File: src/rtl/micro_pkg.sv
// micro_pkg: shared types and the default microcode table for micro_sequencer.
//   seq_state_t : sequencer states (FETCH, EXEC, HALT)
//   op_kind_t   : per-opcode behaviour class (NORMAL, BRANCH_Z, HALT, ILLEGAL)
//   uop_entry_t : one table row {uop, last, kind}
//   table_entry : (opcode, z, step) -> uop_entry_t
//   max_table_len : longest sequence in the table, used for the width check
package micro_pkg;

    localparam int TBL_UOP_W = 6;
    localparam int TBL_OPC_N = 64;

    localparam int OPC_JZ   = 52;
    localparam int OPC_NOP  = 56;
    localparam int OPC_HALT = 57;

    typedef enum logic [1:0] {
        ST_FETCH,
        ST_EXEC,
        ST_HALT
    } seq_state_t;

    typedef enum logic [1:0] {
        OPK_NORMAL,
        OPK_BRANCH_Z,
        OPK_HALT,
        OPK_ILLEGAL
    } op_kind_t;

    typedef struct packed {
        logic [TBL_UOP_W-1:0] uop;
        logic                 last;
        op_kind_t             kind;
    } uop_entry_t;

    function automatic op_kind_t seq_kind(input int opc);
        if (opc == OPC_JZ)
            return OPK_BRANCH_Z;
        if (opc == OPC_HALT)
            return OPK_HALT;
        if (opc inside {4, 8, 12, 14, 16, 18, 21, 24, 27, 30, 33,
                        [36:51], 55, 56, 58, 59})
            return OPK_NORMAL;
        return OPK_ILLEGAL;
    endfunction

    function automatic int seq_len(input int opc, input logic z);
        if (opc inside {4, 8})                      return 4;
        if (opc inside {12, 14, 16})                return 2;
        if (opc inside {18, 21, 24, 27, 30, 33})    return 3;
        if (opc == OPC_JZ)                          return z ? 2 : 4;
        return 1;
    endfunction

    function automatic uop_entry_t table_entry(input int opc, input logic z, input int step);
        uop_entry_t e;
        int         val;
        e.kind = seq_kind(opc);
        e.last = (step >= seq_len(opc, z) - 1);
        case (e.kind)
            OPK_BRANCH_Z: begin
                // Taken branch (z=1) is the short 54,56 path.
                if (z)
                    val = (step == 0) ? 54 : OPC_NOP;
                else begin
                    case (step)
                        0:       val = 52;
                        2:       val = 53;
                        default: val = OPC_NOP;
                    endcase
                end
            end
            OPK_HALT:    val = OPC_HALT;
            OPK_ILLEGAL: val = OPC_NOP;
            default:     val = opc + step;
        endcase
        e.uop = TBL_UOP_W'(val);
        return e;
    endfunction

    function automatic int max_table_len();
        int m;
        m = 0;
        for (int o = 0; o < TBL_OPC_N; o++) begin
            if (seq_len(o, 1'b0) > m) m = seq_len(o, 1'b0);
            if (seq_len(o, 1'b1) > m) m = seq_len(o, 1'b1);
        end
        return m;
    endfunction

endpackage

File: src/rtl/microcode_rom.sv
// microcode_rom: combinational microcode lookup built from micro_pkg.
//   opcode : opcode to decode (OPC_W)
//   z      : zero flag selecting the branch path
//   step   : step index within the EXEC sequence (STEP_W)
//   entry  : {uop, last, kind} for that step
module microcode_rom
    import micro_pkg::*;
#(
    parameter int OPC_W  = 6,
    parameter int STEP_W = 2
) (
    input  logic [OPC_W-1:0]  opcode,
    input  logic              z,
    input  logic [STEP_W-1:0] step,
    output uop_entry_t        entry
);

    always_comb begin
        entry = table_entry(int'(opcode), z, int'(step));
    end

endmodule

File: src/rtl/micro_sequencer.sv
// micro_sequencer: control-step sequencer. Runs the fetch micro-sequence, then
// the per-opcode exec micro-sequence from microcode_rom, then returns to fetch.
//   clk, reset   : clock, synchronous active-high reset
//   start, stall : run enable / memory wait; the sequencer advances on start & ~stall
//   opcode, z_in : instruction and zero flag, sampled at exec step 0
//   uop          : registered micro-op code; uop_valid marks live steps
//   step         : step index of the current cycle within its sequence
//   fetch_phase  : 1 while in fetch; halted : 1 while in halt
//   illegal_op   : one-cycle pulse on an undecoded opcode
module micro_sequencer
    import micro_pkg::*;
#(
    parameter  int OPC_W      = 6,
    parameter  int UOP_W      = 6,
    parameter  int MAX_STEPS  = 4,
    parameter  int FETCH_LEN  = 3,
    parameter  int FETCH_BASE = 1,
    parameter  int NOP_UOP    = 56,
    parameter  int HALT_OPC   = 57,
    localparam int STEP_W     = (MAX_STEPS > 1) ? $clog2(MAX_STEPS) : 1
) (
    input  logic              clk,
    input  logic              reset,
    input  logic              start,
    input  logic              stall,
    input  logic [OPC_W-1:0]  opcode,
    input  logic              z_in,
    output logic [UOP_W-1:0]  uop,
    output logic              uop_valid,
    output logic [STEP_W-1:0] step,
    output logic              fetch_phase,
    output logic              halted,
    output logic              illegal_op
);

    localparam int TBL_MAX = max_table_len();

    if (TBL_MAX > MAX_STEPS || FETCH_LEN > MAX_STEPS || FETCH_LEN < 1) begin : g_cfg_err
        $error("micro_sequencer: sequence length exceeds MAX_STEPS");
    end

    seq_state_t        state;
    logic [STEP_W-1:0] step_cnt;
    logic [OPC_W-1:0]  opc_q;
    logic              z_q;
    logic [OPC_W-1:0]  rom_opc;
    logic              rom_z;
    logic              advance;
    uop_entry_t        entry;

    assign advance = start & ~stall;

    // Step 0 decodes the live inputs; later steps use the latched copies so
    // opcode/z_in changes mid-sequence cannot alter the running sequence.
    assign rom_opc = (step_cnt == '0) ? opcode : opc_q;
    assign rom_z   = (step_cnt == '0) ? z_in   : z_q;

    microcode_rom #(
        .OPC_W  (OPC_W),
        .STEP_W (STEP_W)
    ) u_rom (
        .opcode (rom_opc),
        .z      (rom_z),
        .step   (step_cnt),
        .entry  (entry)
    );

    always_ff @(posedge clk) begin
        if (reset) begin
            state       <= ST_FETCH;
            step_cnt    <= '0;
            step        <= '0;
            uop         <= UOP_W'(NOP_UOP);
            uop_valid   <= 1'b0;
            fetch_phase <= 1'b1;
            halted      <= 1'b0;
            illegal_op  <= 1'b0;
            opc_q       <= '0;
            z_q         <= 1'b0;
        end else begin
            illegal_op <= 1'b0;
            case (state)
                ST_HALT: begin
                    // uop and step hold; only reset leaves this state.
                    uop_valid   <= 1'b0;
                    halted      <= 1'b1;
                    fetch_phase <= 1'b0;
                end
                ST_FETCH: begin
                    fetch_phase <= 1'b1;
                    halted      <= 1'b0;
                    step        <= step_cnt;
                    if (advance) begin
                        uop       <= UOP_W'(FETCH_BASE) + UOP_W'(step_cnt);
                        uop_valid <= 1'b1;
                        if (step_cnt == STEP_W'(FETCH_LEN - 1)) begin
                            step_cnt <= '0;
                            state    <= ST_EXEC;
                        end else begin
                            step_cnt <= step_cnt + STEP_W'(1);
                        end
                    end else begin
                        uop       <= UOP_W'(NOP_UOP);
                        uop_valid <= 1'b0;
                    end
                end
                ST_EXEC: begin
                    fetch_phase <= 1'b0;
                    halted      <= 1'b0;
                    step        <= step_cnt;
                    if (advance) begin
                        uop_valid <= 1'b1;
                        if (step_cnt == '0) begin
                            opc_q <= opcode;
                            z_q   <= z_in;
                        end
                        case (entry.kind)
                            OPK_ILLEGAL: begin
                                uop        <= UOP_W'(NOP_UOP);
                                illegal_op <= 1'b1;
                                step_cnt   <= '0;
                                state      <= ST_FETCH;
                            end
                            OPK_HALT: begin
                                uop      <= UOP_W'(HALT_OPC);
                                step_cnt <= '0;
                                state    <= ST_HALT;
                            end
                            default: begin
                                uop <= UOP_W'(entry.uop);
                                if (entry.last) begin
                                    step_cnt <= '0;
                                    state    <= ST_FETCH;
                                end else begin
                                    step_cnt <= step_cnt + STEP_W'(1);
                                end
                            end
                        endcase
                    end else begin
                        uop       <= UOP_W'(NOP_UOP);
                        uop_valid <= 1'b0;
                    end
                end
                default: state <= ST_FETCH;
            endcase
        end
    end

endmodule

File: config.mk
export PLATFORM = sky130hd
export DESIGN_NAME = micro_sequencer
export DESIGN_NICKNAME = d
export VERILOG_FILES = /design/src/rtl/micro_pkg.sv /design/src/rtl/microcode_rom.sv /design/src/rtl/micro_sequencer.sv
export SDC_FILE = /design/constraint.sdc
export NUM_CORES = 1
export LEC_CHECK = 0
export CAP_MARGIN = 15
export CORE_MARGIN = 1.5
export CORE_UTILIZATION = 54
export DETAILED_ROUTE_END_ITERATION = 16
export GPL_ROUTABILITY_DRIVEN = 0
export HOLD_SLACK_MARGIN = 0.05
export PLACE_DENSITY_LB_ADDON = 0.12
export SLEW_MARGIN = 20
export SYNTH_ARGS = -nofsm -noshare
export SYNTH_HDL_FRONTEND = slang
export SYNTH_HIERARCHICAL = 1
export SYNTH_SLANG_ARGS = --single-unit
export TNS_END_PERCENT = 100
File: constraint.sdc
create_clock -name clk -period 8.4 [get_ports clk]
set_input_delay 0.84 -clock clk [delete_from_list [all_inputs] [get_ports clk]]
set_output_delay 0.84 -clock clk [all_outputs]
set_load 0.05 [all_outputs]
==> results of run 1 <==
## metrics by stage
step	setup WS [ns]	hold WS (ns)	power [mW]
global placement	4.18	0.442	0.425
floorplan	4.68	0.456	0.379
detailed placement	4.20	0.443	0.428
finish	4.32	0.459	0.480
CTS	4.34	0.461	0.482
global route	4.00	0.473	0.522
## worst max-delay path, cell delays in order, from the launching register on
cell       delay (ns)
dfxtp_1          0.52
inv_1            0.15
ha_1             0.36
mux2_2           0.42
inv_1            0.15
or3_1            0.35
a2111oi_0        0.38
a2111oi_0        0.13
ha_1             0.31
ha_1             0.28
a21oi_1          0.06
nor3b_1          0.25
o21ai_1          0.15
a221oi_4         0.30
mux2i_1          0.21
## registers in the layout, indices dropped and copies added, names as in the netlist
name	count
state	2
uop_valid	1
illegal_op	1
step	2
fetch_phase	1
uop	6
z_q	1
halted	1
step_cnt	2
opc_q	6
## power groups by stage
stage / Clock (mW) / Sequential, mW / Combinational [mW]
after floorplan: 0 / 0.165 / 0.214
after global placement: 0 / 0.137 / 0.287
after detailed placement: 0 / 0.138 / 0.291
after CTS: 0.0552 / 0.135 / 0.292
after global routing: 0.0585 / 0.138 / 0.326
final: 0.0516 / 0.135 / 0.293
## cell families (layout without fill, tap and decap cells)
kind of cell | count (synthesis) | count (layout) | synth area share
fa+ha+maj | 16 | 16 | 0.111
compound gates | 45 | 45 | 0.177
mux | 18 | 18 | 0.101
flops | 23 | 23 | 0.245
simple gates | 92 | 92 | 0.261
xor+xnor | 6 | 6 | 0.0280
buf+inv | 31 | 40 | 0.0767
## metal layers
metal	part of all wire	up-vias
li1	-	817
met1	0.54	725
met2	0.42	30
met3	0.030	2
met4	0.0067	0
met5	0	-
## cell usage in the layout, fill, tap and decap left out, types with 3 or more instances in the layout
cell type / synthesis / final
clkdlybuf4s50_1: 0 / 22
a2111oi_0: 3 / 3
o21bai_1: 3 / 3
a21o_1: 4 / 4
nand3b_1: 4 / 4
nor3_1: 8 / 8
a21oi_1: 7 / 7
dfxtp_1: 23 / 23
nand2b_1: 8 / 8
xor2_1: 4 / 4
inv_1: 14 / 14
mux2_2: 7 / 7
a31oi_1: 4 / 4
ha_1: 15 / 15
nand2_1: 16 / 16
a22oi_1: 3 / 3
mux2i_1: 11 / 11
nor2_1: 32 / 32
nor2b_1: 5 / 5
a211oi_1: 3 / 3
o21ai_0: 7 / 7
clkbuf_4: 0 / 3
## worst min-delay path by stage
stage / start / endpoint / depth (start not counted)
after floorplan: opc_q[0]$_SDFFE_PP0P_ / opc_q[0]$_SDFFE_PP0P_ / 2
after global placement: step[1]$_SDFFE_PP0N_ / step[1]$_SDFFE_PP0N_ / 2
after detailed placement: step[0]$_SDFFE_PP0N_ / step[0]$_SDFFE_PP0N_ / 2
after CTS: step[1]$_SDFFE_PP0N_ / step[1]$_SDFFE_PP0N_ / 2
after global routing: step[0]$_SDFFE_PP0N_ / step[0]$_SDFFE_PP0N_ / 2
final: step[1]$_SDFFE_PP0N_ / step[1]$_SDFFE_PP0N_ / 2
## final cells by class
type	instances	area, um2	share of cell area
multi-input combinational	177	1270	0.609
sequential	23	460	0.220
timing repair buffer	22	220	0.105
tap	46	57.6	0.0275
inverter	14	52.6	0.0251
clock buffer	3	22.5	0.0108
clock inverter	1	5.00	0.00239
==> results_dict.tcl, run 1 <==
set metrics [dict create \
    synthFlopType "dfxtp_1" \
    areaGrowthSynthToFinish_pct 11.4 \
    endpoint "state[0]$_SDFFE_PP0P_" \
    avgSynthCellArea_um2 8.12 \
    synthCells 231 \
    yosys_warnings 6 \
    reg2reg_setup_slack_ns 4.32 \
    gr-total-overflow 0 \
    async_flop_share 0 \
    remaining_drc_errors 0 \
    drt_iter0_drc 70 \
    grt_max_degree 26 \
    reg2regPathDepth 14 \
    cts_root_buf "clkbuf_4" \
    design_area_um2 2090 \
    rows 21 \
    power_frac_comb 0.611 \
    die_width_um 62.0 \
    hold_violations 0 \
    grt_pass1_wl_um 5930 \
    clockPowerShare 0.108 \
    instances_no_fill 286 \
    relSlewSlack 0.443 \
    syn_area_um2 1880 \
    cp-startpoint "step_cnt[0]$_SDFFE_PP0P_" \
    finalSetupViolCount 0 \
    post_cts_buffers 0 \
    synth_top_area_frac 0.245 \
    fp.dieH_um 62.0 \
    vdd_drop_max_mv 0.169 \
    clkTransAtPathRegs_ns 0.13 \
    ys_ff_latch 23 \
    ys_top_cells_by_area "dfxtp_1 25%, ha_1 10%, nor2_1 6.4%, mux2i_1 5.9%, mux2_2 4.2%" \
    numCtsBuffers 3 \
    start_util 0.562 \
    cts_buffer_depth 2 \
    drive_gt1_frac 0.0792 \
    grt_pass1_vias 1339 \
    status "complete, no violations" \
    busiest_layer "met2" \
    synthesis.nets 258 \
    via_per_inst 5.50 \
    antenna_found_initial 0 \
    drv_cap 0 \
    clk_latency_ns 0.31 \
    detail_route.wl_per_cell_um 12.6 \
    use_met2 0.317 \
    p_int_mw 0.258 \
    min_period_ns 4.08 \
    yosysMostFrequentCell "nor2_1" \
    drt-total-wl_um 3600 \
    vias 1574 \
    core-area_um2 3340 \
    period_share 0.486 \
    timing.rr.end "state[0]$_SDFFE_PP0P_" \
    p_seq_frac 0.282 \
    die_area_um2 3840 \
    cp_max_fo 12 \
    cp.required_ns 8.65 \
    placed_cell_area_um2 2060 \
    p_per_area_nw_per_um2 229 \
    synth_area_leader_cell "dfxtp_1" \
    synth_edf_count 0 \
    use_met3 0.0373 \
    fin_skew_ns 0.00683 \
    fmax_ghz 0.245 \
    cts_tree "built" \
    report.final.slew_viol_count 0 \
    dp_hpwl_um 2630 \
    numPortBuffers 22 \
    ant_nets 0 \
    cts.sinks 23 \
    grt_util_met1 0.291 \
    grtUsageTotal 0.202 \
    postLayoutCoreUtil 0.627 \
    ys_types 50 \
    cts_htree_levels 1 \
    fillers 319 \
    boundaryPins 23 \
    p_leak_nw 0.779 \
    swShare 0.463 \
    ys_seq_area_frac 0.245 \
    start_kind "flop" \
    critical_path_arrival_ns 4.33 \
    finalSetupTns_ns 0 \
    diodes 0 \
    dp_cells 282 \
    worst_setup_path_end_kind "flop" \
    fin_nets 268 \
    ys_top_cells_by_count "32 x nor2_1, 23 x dfxtp_1, 16 x nand2_1" \
    path_class "reg -> reg" \
    p_sw_mw 0.222 \
    ctsHoldBuffers 0 \
    r2r_start "step_cnt[0]$_SDFFE_PP0P_" \
    tightest_slew_ns 0.833 \
    cts_resized 0 \
    rsz0062_at_grt "no" \
    first_pass_iters 4 \
    min-delay-path-class "reg -> reg" \
]
(Power assumes the default switching activity.)
==> run 2, diff against run 1 <==
Clock period 8.4 ns to 3.8 ns, I/O delays scaled along.
==> results_dict.tcl, run 2 (same netlist as run 1, synthesis figures left out) <==
set metrics [dict create \
    report.final.slew_viol_count 0 \
    cp_slowest_stage_delay_ns 0.40 \
    diodes 0 \
    grt_pass1_wl_um 6480 \
    grtUsageTotal 0.222 \
    detail_route.wl_per_cell_um 12.7 \
    die_width_um 62.0 \
    drv_cap 0 \
    finalSetupViolCount 0 \
    drt_iter0_drc 69 \
    p_per_area_nw_per_um2 509 \
    final_cell_mix "32 x nor2_1, 23 x dfxtp_1, 22 x clkdlybuf4s50_1" \
    start_kind "flop" \
    min-delay-path-class "reg -> reg" \
    dp_hpwl_um 2760 \
    post_cts_buffers 0 \
    gr-total-overflow 0 \
    clkTransAtPathRegs_ns 0.14 \
    first_pass_iters 6 \
    cts_htree_levels 1 \
    crit_family "adder cells" \
    biggestRegsByFlops "opc_q (6), uop (6)" \
    hold_violations 0 \
    instances_no_fill 298 \
    relSlewSlack 0.447 \
    numPortBuffers 22 \
    cts_tree "built" \
    power_mw 1.11 \
    ant_nets 0 \
    dp_cells 294 \
    worst_setup_path_end_kind "flop" \
    period_share 0.947 \
    fp.dieH_um 62.0 \
    remaining_drc_errors 0 \
    mostFrequentLayoutCell "nor2_1" \
    fin_skew_ns 0.0144 \
    drive_gt1_frac 0.127 \
    cts.sinks 23 \
    antenna_found_initial 0 \
    areaGrowthSynthToFinish_pct 16.6 \
    via_per_inst 5.46 \
    fin_nets 280 \
    min_period_ns 3.60 \
    tightest_slew_ns 0.828 \
    p_leak_nw 0.837 \
    cp_slowest_cell "mux2_2" \
    drt-total-wl_um 3800 \
    critical_path_arrival_ns 3.84 \
    die_area_um2 3840 \
    grt_max_degree 26 \
    vias 1626 \
    vdd_drop_max_mv 0.358 \
    status "complete, no violations" \
    path_cells "inv_1 > ha_2 > mux2_2 > buf_4 > xor2_1 > or3_1 > a21oi_1 > a31oi_1 > nor2_1 > ha_1 > ha_1 > a21oi_1 > nor3b_2 > o21ai_1 > a221oi_4 > mux2i_1" \
    cp_max_fo 16 \
    core-area_um2 3340 \
    grt_pass1_vias 1440 \
    clk_latency_ns 0.32 \
    start_util 0.562 \
    cts_buffer_depth 2 \
    rows 21 \
    boundaryPins 23 \
    numCtsBuffers 3 \
    cp.required_ns 4.05 \
    fmax_ghz 0.278 \
    path_class "reg -> reg" \
    worst-path-buf-inv 2 \
    cts_root_buf "clkbuf_4" \
]
==> run 2: changes by cell type in the layout (fill, tap and decap cells not counted), sizes merged <==
cell | previous run | this run
clkbuf | 3 | 4
buf | 0 | 12
clkinv | 1 | 0
==> run 2: cell type report <==
type / instances / area [um2]
Clock buffer: 4 / 26.3
Fill cell: 309 / 1150
Inverter: 14 / 52.6
Multi-Input combinational cell: 177 / 1280
Sequential cell: 23 / 460
Tap cell: 46 / 57.6
Timing Repair Buffer: 34 / 310
==> run 2: what timing repair did <==
action | CTS | global route
gates resized for setup | 0 | 3
endpoints found under the setup margin | 0 | 2
hold buffers | 0 | 0
==> run 2: worst register-to-register path, cell delays in order (launching register included) <==
cell and delay, ns:
dfxtp_1 0.34, inv_1 0.08, ha_2 0.28, mux2_2 0.40, buf_4 0.20, xor2_1 0.14, or3_1 0.31, a21oi_1 0.13
a31oi_1 0.06, nor2_1 0.15, ha_1 0.25, ha_1 0.27, a21oi_1 0.08, nor3b_2 0.20, o21ai_1 0.13, a221oi_4 0.29
mux2i_1 0.20
==> run 2: stage by stage <==
step / hold slack [ns] / worst slack (ns) / util / TNS, ns / instance area, um2
floorplan: 0.456 / 0.0767 / - / 0 / 1880
global placement: 0.440 / 0.216 / 0.645 / 0 / 2150
detailed placement: 0.446 / 0.142 / 0.645 / 0 / 2150
CTS: 0.466 / 0.112 / 0.653 / 0 / 2180
global route: 0.473 / -0.0408 / 0.656 / -0.0444 / 2190
finish: 0.464 / 0.203 / 0.656 / 0 / 2190
==> run 2: per-layer routing <==
metal	up-vias	global-route usage	wire length, um
met5	-	0	0
met4	0	0.0426	46
met3	4	0.0331	129
met2	34	0.342	1680
met1	744	0.328	1950
li1	844	-	-
==> run 2: where the power goes <==
part | leakage (nW) | internal [mW] | switching, mW
logic | 0.635 | 0.296 | 0.411
registers | 0.187 | 0.273 | 0.0179
clock network | 0.0150 | 0.0410 | 0.0757
==> run 2: final timing paths <==
| check | slack [ns] | cells after the start | startpoint | end |
|---|---|---|---|---|
| min | 0.46 | 2 | step[0]$_SDFFE_PP0N_ | step[0]$_SDFFE_PP0N_ |
| max | 0.20 | 16 | step_cnt[1]$_SDFFE_PP0P_ | state[1]$_SDFFE_PP0P_ |
| min reg2reg | 0.46 | 2 | step[0]$_SDFFE_PP0N_ | step[0]$_SDFFE_PP0N_ |
| max reg2reg | 0.20 | 16 | step_cnt[1]$_SDFFE_PP0P_ | state[1]$_SDFFE_PP0P_ |
